### src/rtl/fetch_queue_pkg.sv
// ============================================================================
// Module : fetch_queue_pkg
// Brief  : Shared constants and helpers for the instruction-fetch front end.
// Rev    : 1.0  initial release
// ============================================================================
`default_nettype none

package fetch_queue_pkg;

  localparam int unsigned c_ADDR_W     = 32;
  localparam int unsigned c_INST_W     = 32;
  localparam int unsigned c_DEPTH      = 4;
  localparam int unsigned c_INST_BYTES = 4;
  localparam int unsigned c_RESET_ADDR = 0;

  // Pointer width for a power-of-two FIFO depth.
  function automatic int unsigned ptr_w(input int unsigned depth);
    return (depth > 1) ? $clog2(depth) : 1;
  endfunction

endpackage

`default_nettype wire

### src/rtl/fetch_fifo.sv
// ============================================================================
// Module : fetch_fifo
// Brief  : Synchronous FIFO of {address, instruction} with flush and head view.
// Rev    : 1.0  initial release
// ============================================================================
`default_nettype none

module fetch_fifo
  import fetch_queue_pkg::*;
#(
  parameter  int unsigned DEPTH  = c_DEPTH,
  parameter  int unsigned ADDR_W = c_ADDR_W,
  parameter  int unsigned INST_W = c_INST_W,
  localparam int unsigned PTR_W  = ptr_w(DEPTH),
  localparam int unsigned CNT_W  = PTR_W + 1
) (
  input  logic              clk,
  input  logic              rst,
  input  logic              i_flush,
  input  logic              i_push,
  input  logic [ADDR_W-1:0] i_push_addr,
  input  logic [INST_W-1:0] i_push_inst,
  input  logic              i_pop,
  output logic [CNT_W-1:0]  o_count,
  output logic [ADDR_W-1:0] o_head_addr,
  output logic [INST_W-1:0] o_head_inst
);

  logic [ADDR_W-1:0] r_addr_mem [DEPTH];
  logic [INST_W-1:0] r_inst_mem [DEPTH];
  logic [PTR_W-1:0]  r_rd_ptr;
  logic [PTR_W-1:0]  r_wr_ptr;
  logic [CNT_W-1:0]  r_count;
  logic              w_full;

  assign w_full      = (r_count == CNT_W'(DEPTH));
  assign o_count     = r_count;
  assign o_head_addr = r_addr_mem[r_rd_ptr];
  assign o_head_inst = r_inst_mem[r_rd_ptr];

  always_ff @(posedge clk) begin
    if (!rst || i_flush) begin
      r_rd_ptr <= '0;
      r_wr_ptr <= '0;
      r_count  <= '0;
    end else begin
      if (i_push) r_wr_ptr <= r_wr_ptr + PTR_W'(1);
      if (i_pop)  r_rd_ptr <= r_rd_ptr + PTR_W'(1);
      case ({i_push, i_pop})
        2'b10:   r_count <= r_count + CNT_W'(1);
        2'b01:   r_count <= r_count - CNT_W'(1);
        default: r_count <= r_count;
      endcase
    end
  end

  // Storage needs no reset: count gates visibility of every entry.
  always_ff @(posedge clk) begin
    if (rst && !i_flush && i_push) begin
      r_addr_mem[r_wr_ptr] <= i_push_addr;
      r_inst_mem[r_wr_ptr] <= i_push_inst;
    end
  end

  always_ff @(posedge clk) begin
    if (rst && !i_flush && i_push) begin
      assert (!w_full);
    end
  end

endmodule

`default_nettype wire

### src/rtl/fetch_queue.sv
// ============================================================================
// Module : fetch_queue
// Brief  : Fetch front end: PC, one-read-per-cycle issue, response FIFO and
//          branch flush. FETCH_PERF_EN adds fetched/flushed counters.
// Rev    : 1.0  initial release
// ============================================================================
`default_nettype none

module fetch_queue
  import fetch_queue_pkg::*;
#(
  parameter int unsigned ADDR_W     = c_ADDR_W,
  parameter int unsigned INST_W     = c_INST_W,
  parameter int unsigned DEPTH      = c_DEPTH,
  parameter int unsigned INST_BYTES = c_INST_BYTES,
  parameter int unsigned RESET_ADDR = c_RESET_ADDR
) (
  input  logic              clk,
  input  logic              rst,
  input  logic              branch_i,
  input  logic [ADDR_W-1:0] baddr_i,
  output logic              req_o,
  output logic [ADDR_W-1:0] addr_o,
  input  logic [INST_W-1:0] inst_i,
  output logic              v_o,
  input  logic              stall_i,
  output logic [ADDR_W-1:0] origaddr_o,
  output logic [INST_W-1:0] inst_o
`ifdef FETCH_PERF_EN
 ,output logic [31:0]       fetched_cnt_o,
  output logic [31:0]       flushed_cnt_o
`endif
);

  localparam int unsigned c_PTR_W = ptr_w(DEPTH);
  localparam int unsigned c_CNT_W = c_PTR_W + 1;

  logic [ADDR_W-1:0]  r_pc;
  logic               r_inflight;
  logic [ADDR_W-1:0]  r_req_addr;
  logic [c_CNT_W-1:0] w_count;
  logic [c_CNT_W-1:0] w_occ;
  logic               w_push;
  logic               w_pop;

  // Outstanding words (buffered + in flight) bound issue so a push never overflows.
  assign w_occ  = w_count + c_CNT_W'(r_inflight);
  assign req_o  = rst & (branch_i | (w_occ < c_CNT_W'(DEPTH)));
  assign addr_o = branch_i ? baddr_i : r_pc;
  assign w_push = r_inflight & ~branch_i;
  assign v_o    = (w_count != '0);
  assign w_pop  = v_o & ~stall_i;

  always_ff @(posedge clk) begin
    if (!rst) begin
      r_pc       <= ADDR_W'(RESET_ADDR);
      r_inflight <= 1'b0;
      r_req_addr <= '0;
    end else if (req_o) begin
      r_pc       <= addr_o + ADDR_W'(INST_BYTES);
      r_inflight <= 1'b1;
      r_req_addr <= addr_o;
    end else begin
      r_inflight <= 1'b0;
    end
  end

  fetch_fifo #(
    .DEPTH  (DEPTH),
    .ADDR_W (ADDR_W),
    .INST_W (INST_W)
  ) u_fifo (
    .clk         (clk),
    .rst         (rst),
    .i_flush     (branch_i),
    .i_push      (w_push),
    .i_push_addr (r_req_addr),
    .i_push_inst (inst_i),
    .i_pop       (w_pop),
    .o_count     (w_count),
    .o_head_addr (origaddr_o),
    .o_head_inst (inst_o)
  );

`ifdef FETCH_PERF_EN
  logic [31:0] r_fetched_cnt;
  logic [31:0] r_flushed_cnt;

  always_ff @(posedge clk) begin
    if (!rst) begin
      r_fetched_cnt <= '0;
      r_flushed_cnt <= '0;
    end else begin
      if (w_pop)    r_fetched_cnt <= r_fetched_cnt + 32'd1;
      if (branch_i) r_flushed_cnt <= r_flushed_cnt + 32'(w_occ);
    end
  end

  assign fetched_cnt_o = r_fetched_cnt;
  assign flushed_cnt_o = r_flushed_cnt;
`endif

endmodule

`default_nettype wire

### config.mk
export PLATFORM = sky130hd
export DESIGN_NAME = fetch_queue
export DESIGN_NICKNAME = d
export VERILOG_FILES = /design/src/rtl/fetch_queue_pkg.sv /design/src/rtl/fetch_fifo.sv /design/src/rtl/fetch_queue.sv
export SDC_FILE = /design/constraint.sdc
export NUM_CORES = 1
export LEC_CHECK = 0
export ABC_AREA = 1
export CORE_MARGIN = 3
export CORE_UTILIZATION = 35
export DETAILED_ROUTE_END_ITERATION = 10
export MAX_ROUTING_LAYER = met4
export PLACE_DENSITY_LB_ADDON = 0.05
export RECOVER_POWER = 100
export SLEW_MARGIN = 15
export SYNTH_ARGS = -nofsm -noshare
export SYNTH_HDL_FRONTEND = slang
export SYNTH_SLANG_ARGS = --single-unit
export TNS_END_PERCENT = 50
### constraint.sdc
create_clock -name clk -period 6.2 [get_ports clk]
set_clock_uncertainty 0.2 [all_clocks]
set_input_delay 0.93 -clock clk [delete_from_list [all_inputs] [get_ports clk]]
set_output_delay 0.93 -clock clk [all_outputs]
set_load 0.01 [all_outputs]
## After elaboration in Yosys (flattened, before gate mapping)

Memories as Yosys holds them, arrays and structs flattened. A register that Yosys moved wholly into a read port is not among the register bits.
Cells that the tools add are included.

- Bits in registers: 72
- Memory bits (writable): 256
- Input bits: 68
- Output and inout bits: 98
- Memories: 2

Memories:

| memory | depth | bits a word | read ports | clocked after memory_dff | wr ports | line | RTL |
|---|---|---|---|---|---|---|---|
| u_fifo.r_addr_mem | 4 | 32 | 1 | 1 | 1 | fetch_fifo.sv:29 | `logic [ADDR_W-1:0] r_addr_mem [DEPTH];` |
| u_fifo.r_inst_mem | 4 | 32 | 1 | 1 | 1 | fetch_fifo.sv:30 | `logic [INST_W-1:0] r_inst_mem [DEPTH];` |

- Add/sub/neg operators: 6
- $lt $le $gt $ge: 1
- Equal/unequal tests: 2
- Multiplexer cells: 9
- Bitwise operators: 6
- Reduce and logical (&&, ||, !) cells: 7

Operators by type and width:

| operator | count |
|---|---|
| 32-bit by 3-bit adder with 32-bit output, second input constant | 1 |
| 32-bit 2-to-1 mux | 1 |
| 2-bit 2-to-1 mux | 4 |
| 3-bit case mux with 2 select lines | 1 |
| 2-bit by 1-bit adder with 2-bit output, second input constant | 2 |
| 3-bit by 1-bit adder with 3-bit output | 1 |
| 3-bit by 1-bit adder with 3-bit output, second input constant | 1 |
| 1-bit bitwise AND | 3 |
| 3-bit < comparator, second input constant | 1 |
| 1-bit 2-to-1 mux | 3 |
| 3-bit nonzero test | 1 |
| 3-bit by 1-bit subtractor with 3-bit output, second input constant | 1 |
| 2-bit by 1-bit equality test with 1-bit output, second input constant | 1 |
| 2-bit equality test, second input constant | 1 |
| 1-bit logical AND | 2 |
| 1-bit zero test | 2 |
| 1-bit NOT | 2 |
| 2-bit nonzero test | 1 |
| 1-bit logical OR | 1 |
| 1-bit bitwise OR | 1 |

## Longest topological paths before layout

Gate-level depths: netlist of run 1.

- Depth after elaboration: 5
- Depth in mapped cells: 13
- Mapped depth without buffers: 12

## Hierarchy

From an unflattened synthesis of run 1, not the netlist that was laid out.

- Cell total of the unflattened synthesis: 1206
- Area, all modules: 13435.4 sq um

Modules (own cells, without submodules):

| module | times used | cells each | area an instance (sq um) | sequential area each (sq um) |
|---|---|---|---|---|
| fetch_fifo | 1 | 676 | 9944.5 | 7867.5 |
| fetch_queue | 1 | 530 | 3490.8 | 1261.2 |

## Worst setup path before layout of run 1

No wires, ideal clock.

- Path type: input to register
- Start: in branch_i
- End: mem u_fifo.r_addr_mem[0][0] (netlist name) (enable)
- Arrival time: 4.241 ns
- Data required time: 5.514 ns
- Setup slack: 1.273 ns
- Cell stages on the path: 6
- Cell sequence: buf_6 > buf_12 > buf_8 > nor2_1 > nand2_1 > nor2_1

- Longest elaborated chain between the ends: 5
- Elaborated cells between the ends (all ways): 7

RTL lines:

| what | line | RTL |
|---|---|---|
| from (decl) | fetch_queue.sv:20 | `input logic branch_i,` |
| 1-bit NOT or 1-bit zero test (tied branches) | fetch_queue.sv:50, fetch_fifo.sv:59 |  |
| 1-bit bitwise AND or 1-bit logical AND (tied branches) | fetch_queue.sv:50, fetch_fifo.sv:59 |  |
| 1-bit logical AND (*) | fetch_fifo.sv:59 | `if (rst && !i_flush && i_push) begin` |
| 1-bit 2-to-1 mux (*) | fetch_fifo.sv:59 |  |
| 1-bit 2-to-1 mux (implied by the code) (*) | fetch_fifo.sv:60 | `r_addr_mem[r_wr_ptr] <= i_push_addr;` |
| to (decl) | fetch_fifo.sv:29 |  |

Mark *: on every way between the ends. The rest lies on a longest branch, timed or not.

## Final worst setup path of run 1

- Start: in branch_i
- End: out addr_o[29]

- Longest elaborated chain between the ends: 1

RTL lines:

| what | line | RTL |
|---|---|---|
| 32-bit 2-to-1 mux | fetch_queue.sv:49 | `assign addr_o = branch_i ? baddr_i : r_pc;` |
| to (decl) | fetch_queue.sv:23 | `output logic [ADDR_W-1:0] addr_o,` |

No other way between the ends.

==> key figures, run 1 <==
Yosys
  – Yosys top cell area share: 57.54%
  – Cell taking the most area after synthesis: edfxtp_1
  – Largest cells by area after synthesis: edfxtp_1 (58%), dfxtp_1 (11%), o21ai_0 (6.7%)
  – Post-Syn Area: between 10,000 and 15,000 um2
  – Synth warnings: 0
  – Most frequent cell after synthesis: edfxtp_1
  – Async SR Flop Fraction: 0%
  – Register area share after synthesis: ~68%
  – Netlist cell types: 36
  – EDFF count, synth: approximately 260
  – #FFs+latches synth: 328
  – Top cells by count, synth: edfxtp_1 (256), o21ai_0 (178), nand2_1 (176)
  – Main synth FF type: edfxtp_1
  – Syn Nets: about 1,300
  – Post-Synthesis Cells: 1,194
  – Syn_area_per_cell: 11.19 um2

Die
  – Initial Utilization: 35.98%
  – Die X: just over 200 um
  – Core Region: 37,140 um2
  – Chip Height: 201.4 um
  – Row cnt: 70
  – I/O pin count: between 150 and 200
  – Die area: 40,550 um2

Worst setup path
  – CP Launch Point: branch_i
  – Setup crit end kind: primary output
  – R2R Path Start: r_inflight
  – Critical path class: primary input to primary output
  – CP max stage cell: clkbuf_1
  – Critical Path AT: 3.94 ns
  – Worst Path Required: approximately 5 ns
  – Setup crit start kind: primary input
  – Worst-path cell chain: clkbuf_1 > inv_1 > o21ai_0 > clkdlybuf4s50_1
  – CP max FO: 31
  – Max incr delay on CP: 0.82 ns

Job
  – Max-Cap Viols: 7

STA
  – Max-slew violation count: 394
  – Worst Max-Slew Pin Slew: 2.022 ns
  – Setup tns final: 0 ns
  – Final setup viols: 0
  – Fin crit share: 81.70%
  – Relative slew slack: -34.82%
  – Tmin final: 5.066 ns
  – Hold Vio Cnt, Final: 0
  – Max Freq: a little under 200 MHz
  – RSZ-0062 raised after global routing: no

Final layout
  – Register Area: 9134 um2
  – Multi-input gate area: between 3000 and 4000 um2
  – Fin util: 44.74%
  – Share of cells above drive strength 1: between 10% and 20%
  – Final nets: between 1,000 and 1,500
  – Fillers: between 3,000 and 4,000
  – Antenna Cells: 0
  – Synth-to-layout area growth: 24.36%

Clock tree
  – Clk pin slew, worst setup/hold paths: around 0.060 ns
  – TritonCTS clock tree: built
  – Post-CTS Setup Bufs: 0
  – CTS H-tree lvls: 2
  – Hold buffers post-CTS: 0
  – Clk sinks: ~330
  – Num CTS Buffers: 36
  – Clk_lat worst skew: 0.51 ns
  – Root buf cell: clkbuf_16
  – Post_cts resized: 0
  – Clock Path Buffers: 3

GRT
  – Largest net degree at the start of global routing: roughly 110
  – Antenna violations before repair: 0
  – GRT Total Usage: roughly 17%
  – First-pass GRT wire length: 52,160 um
  – Grt total ovfl: 0
  – Vias in the first global route: roughly 8,800

Placement
  – Number of port buffers: 165
  – DPL Wire Length: 20,390 um
  – Gp weighted congestion: 0.7898

Route
  – Via Count: 8,973
  – DRC: 0
  – Drt total wl: 33,370 um
  – Post-route ant nets: 0
  – Initial detailed-routing violation count: 422
  – Drt pass-1 iters: 4
  – Wirelength per Cell: approximately 18 um
  – Avg Vias per Cell: 4.770

Run status
  – Failing checks: capacitance limit, slew limit
  – Status: finished with violations

Pwr
  – Leakage: 5.945 nW
  – Worst VDD drop: 0.2045 mV
  – Power per standard cell area: 291.7 nW/um2

Min path
  – Hold wc startpoint: r_pc[15]
  – Min-Delay Path Class: flop to flop
-- through the flow --
step / area [um2] / hold WS, ns / setup slack (ns) / instances / total power, mW
global route: 16610 / 0.2663 / 0.8709 / 1881 / 5.035
global placement: 15490 / 0.2401 / 2.261 / 1815 / 2.834
detailed placement: 15520 / 0.2394 / 2.268 / 1816 / 2.835
finish: 16610 / 0.2514 / 1.134 / 1881 / 4.847
CTS: 16670 / 0.2554 / 1.769 / 1881 / 4.937
floorplan: 13360 / 0.2264 / 1.273 / 1194 / 2.648
-- state kept, by name, indices dropped and copies added, names as in the netlist, named ones only --
name,flops
u_fifo.r_addr_mem,128
r_inflight,1
u_fifo.r_rd_ptr,2
r_pc,32
u_fifo.o_count,3
u_fifo.r_inst_mem,128
u_fifo.r_wr_ptr,2
r_req_addr,30
-- worst max-delay path, delay by kind of cell --
family	cells	cell delay [ns]
buf+inv	3	2.29
compound gates	1	0.69
-- cell type report --
cell class	count	share of cell area, %
sequential	328	54.97
multi-input combinational	742	22.47
inverter	63	1.423
clock buffer	46	5.897
clock inverter	19	1.039
timing repair buffer	179	10.40
tap	504	3.795
-- cell usage in the layout (no fill, tap or decap), types with 9 or more instances in the layout --
cell               n
a21oi_1            9
nand3_1           40
o22ai_1           64
nand2_1          176
inv_1             60
dfxtp_1           70
clkbuf_16         37
clkinv_2          10
nor2_1           165
o21ai_0          180
nand2_2           37
clkdlybuf4s50_1   36
clkbuf_1          12
nand4_1           12
nand2_4           14
nor2_4            15
dlygate4sd3_1    128
edfxtp_1         256
-- power by group --
| part | internal, mW | total, mW | switching (mW) |
|---|---|---|---|
| logic | 0.131 | 0.313 | 0.182 |
| registers | 2.42 | 2.45 | 0.0335 |
| clock network | 1.24 | 2.08 | 0.839 |
-- routing by layer --
layer  share of wire (%)  GRT usage, %
met4                 1.9         3.887
met2                  46         26.51
met1                  48         23.21
met5                   0             -
met3                 3.9         2.686
-- final timing paths --
path                               to  slack [ns]  cells after the start
min                          r_pc[15]        0.25                      2
min reg2reg                  r_pc[15]        0.25                      2
max                        addr_o[29]        1.13                      4
max reg2reg  u_fifo.r_addr_mem[2][20]        2.09                      6
-- logic make-up (layout without fill, tap and decap cells) --
kind of cell / count (synthesis) / in the layout / synth area share [%]
flip-flops: 328 / 328 / 68.33
adder cells (fa/ha/maj): 7 / 7 / 0.7117
buffers and inverters: 124 / 307 / 3.952
AND/OR/NAND/NOR: 469 / 469 / 16.07
XOR/XNOR: 4 / 4 / 0.2622
AO/OA/AOI/OAI: 262 / 262 / 10.68
Note: power is estimated with default switching activity, not from simulation.
==> run 2: changes to the inputs <==
- clock period: 6.2 -> 4.4 ns (I/O delays scaled with it)
==> run 2 against run 1 <==
First-iteration DRC count shrank 5.5%. Clock power up 37%. Clock-buffer cell count rose by 3. Setup slack got worse by 0.75 ns. Sequential share of layout area is 0.35 points higher. Global-route usage shrank 0.24 points. Via count shrank 0.19%. Total power is 39% higher. The flow still finishes with violations (capacitance limit, slew limit). Register-to-register slack worse by 1.2 ns. Sequential power grew 41%. Highest routed layer unchanged. Flip-flop and latch count is the same.
==> key figures, run 2 (synthesis gave the netlist of run 1 again) <==
Clock tree
  – Clk pin slew, worst setup/hold paths: 0.06 ns
  – Root buf cell: clkbuf_16
  – CTS H-tree lvls: 2
  – Clk_lat worst skew: ~0.50 ns
  – TritonCTS clock tree: built
  – Num CTS Buffers: 37
  – Hold buffers post-CTS: 0
  – Post-CTS Setup Bufs: 0
  – Clk sinks: about 330
  – Clock Path Buffers: 3
  – Post_cts resized: 0

STA
  – Max Freq: 249.3 MHz
  – RSZ-0062 raised after global routing: no
  – Max-slew violation count: 203
  – Final setup viols: 0
  – Worst Max-Slew Pin Slew: between 1.5 and 2 ns
  – Relative slew slack: -32.48%
  – Setup tns final: 0 ns
  – Tmin final: 4.012 ns
  – Fin crit share: 91.17%
  – Worst Slack Setup Final: around 0.39 ns
  – Hold Vio Cnt, Final: 0

Route
  – Wirelength per Cell: 17.58 um
  – Avg Vias per Cell: approximately 4.8
  – M1 wire length: 15,840 um
  – Initial detailed-routing violation count: 399
  – Drt pass-1 iters: 5
  – Drt total wl: approximately 33,000 um
  – DRC: 0
  – Via Count: 8,956
  – Metal3 WL: between 1000 and 1500 um
  – Post-route ant nets: 0
  – DR WL met2: 15,100 um
  – Max Used Layer: met4

Final layout
  – Synth-to-layout area growth: 23.58%
  – Antenna Cells: 0
  – Final nets: 1,430
  – Regs by FF count: u_fifo.r_addr_mem (128), u_fifo.r_inst_mem (128), r_pc (32)
  – Commonest cells after routing, fill and taps aside: edfxtp_1 (256), nand2_1 (199), o21ai_0 (180)
  – Final Instance Area: 16,510 um2
  – Share of cells above drive strength 1: 8.617%
  – Leading cell type in the layout, fill and taps excluded: edfxtp_1

Worst setup path
  – Setup crit end kind: primary output
  – Worst reg2reg path endpoint: u_fifo.r_inst_mem[2][1]
  – Worst Path Required: roughly 3.5 ns
  – CP max FO: 55
  – Critical Path AT: ~3.2 ns
  – Cells on worst reg2reg path: 5
  – R2R Path Start: r_inflight
  – Setup crit start kind: flop
  – Buffers & Inverters on Critical Path: 2
  – FF-to-FF setup slack: 0.94 ns
  – Worst-path cell chain: clkbuf_2 > o21ai_0 > o22ai_1 > dlygate4sd3_1
  – CP delay by family, top: buffers and inverters
  – Max incr delay on CP: between 0.7 and 0.8 ns
  – CP max stage cell: dfxtp_4
  – Critical path class: flop to primary output

Min path
  – Hold wc startpoint: r_pc[15]
  – Min-Delay Path Class: flop to flop
  – Hold path cells: 2
  – Hold Path Sink: r_pc[15]

Placement
  – DPL Wire Length: 20,580 um
  – Number of port buffers: 165
  – Dpl ws: 1.063 ns
  – Gp weighted congestion: about 0.85
  – Placed cell areas: 15,590 um2

Die
  – Chip Height: 201.4 um
  – I/O pin count: 166
  – Row cnt: 70
  – Die X: 201.4 um
  – Initial Utilization: ~36%
  – Die area: 40,550 um2
  – Core Region: 37,140 um2

Pwr
  – Leakage: 5.895 nW
  – Overall Power: 6.736 mW
  – Power per standard cell area: between 400 and 500 nW/um2
  – Worst VDD drop: roughly 0.2 mV

GRT
  – First-pass GRT wire length: 51,980 um
  – Grt total ovfl: 0
  – GRT Total Usage: between 10% and 20%
  – Largest net degree at the start of global routing: 65
  – Antenna violations before repair: 0
  – Vias in the first global route: 8,986

Run status
  – Failing checks: capacitance limit, slew limit
  – Status: finished with violations

Job
  – Max-Cap Viols: 4
==> run 2: cell types whose count changed in the layout (fill, tap and decap cells not counted), sizes merged <==
cell and delta:
clkbuf +8, clkdlybuf4s50 +32, buf -1, clkinv -2, dlygate4sd3 -32, bufinv -1
==> run 2: report_power, final <==
part / internal [mW] / switching [mW] / leakage [nW] / total, mW
Sequential: 3.41 / 0.0472 / 2.95 / 3.45
Clock: 1.70 / 1.15 / 0.548 / 2.84
Combinational: 0.185 / 0.253 / 2.40 / 0.438
==> run 2: layout make-up <==
class,count,area (um2)
inverters,63,239.0
fillers,3583,20620
repair buffers,183,1758
flip-flops and latches,328,9134
clock buffers,49,991.0
multi-input cells,742,3631
clock inverters,16,127.6
well taps,504,630.6
==> run 2: worst min-delay path, stage by stage (launching register included) <==
cell and delay (ns):
dfxtp_1 0.31, nand2_1 0.06, nand2_1 0.04
==> run 2: how the worst max path moves through the flow <==
stage	to	slack, ns	cells after the start
2_1_floorplan	u_fifo.r_addr_mem[0][0]	-0.26	6
3_3_place_gp	origaddr_o[21]	1.09	5
3_5_place_dp	origaddr_o[21]	1.06	5
4_1_cts	origaddr_o[21]	0.53	5
5_1_grt	origaddr_o[21]	0.20	5
6_report	origaddr_o[20]	0.39	4
==> run 2: through the flow <==
step           std cells  utilization [%]  hold slack (ns)
2_1_floorplan       1194                -           0.2264
3_3_place_gp        1820            41.98           0.2393
3_5_place_dp        1820            41.98           0.2393
4_1_cts             1885            44.99           0.2560
5_1_grt             1885            44.46           0.2691
6_report            1885            44.46           0.2545
==> run 2: per-layer routing <==
metal,global-route usage (%),vias up
met5,-,-
met4,4.261,0
met3,2.896,48
met2,26.22,179
met1,22.47,4223
li1,-,4506
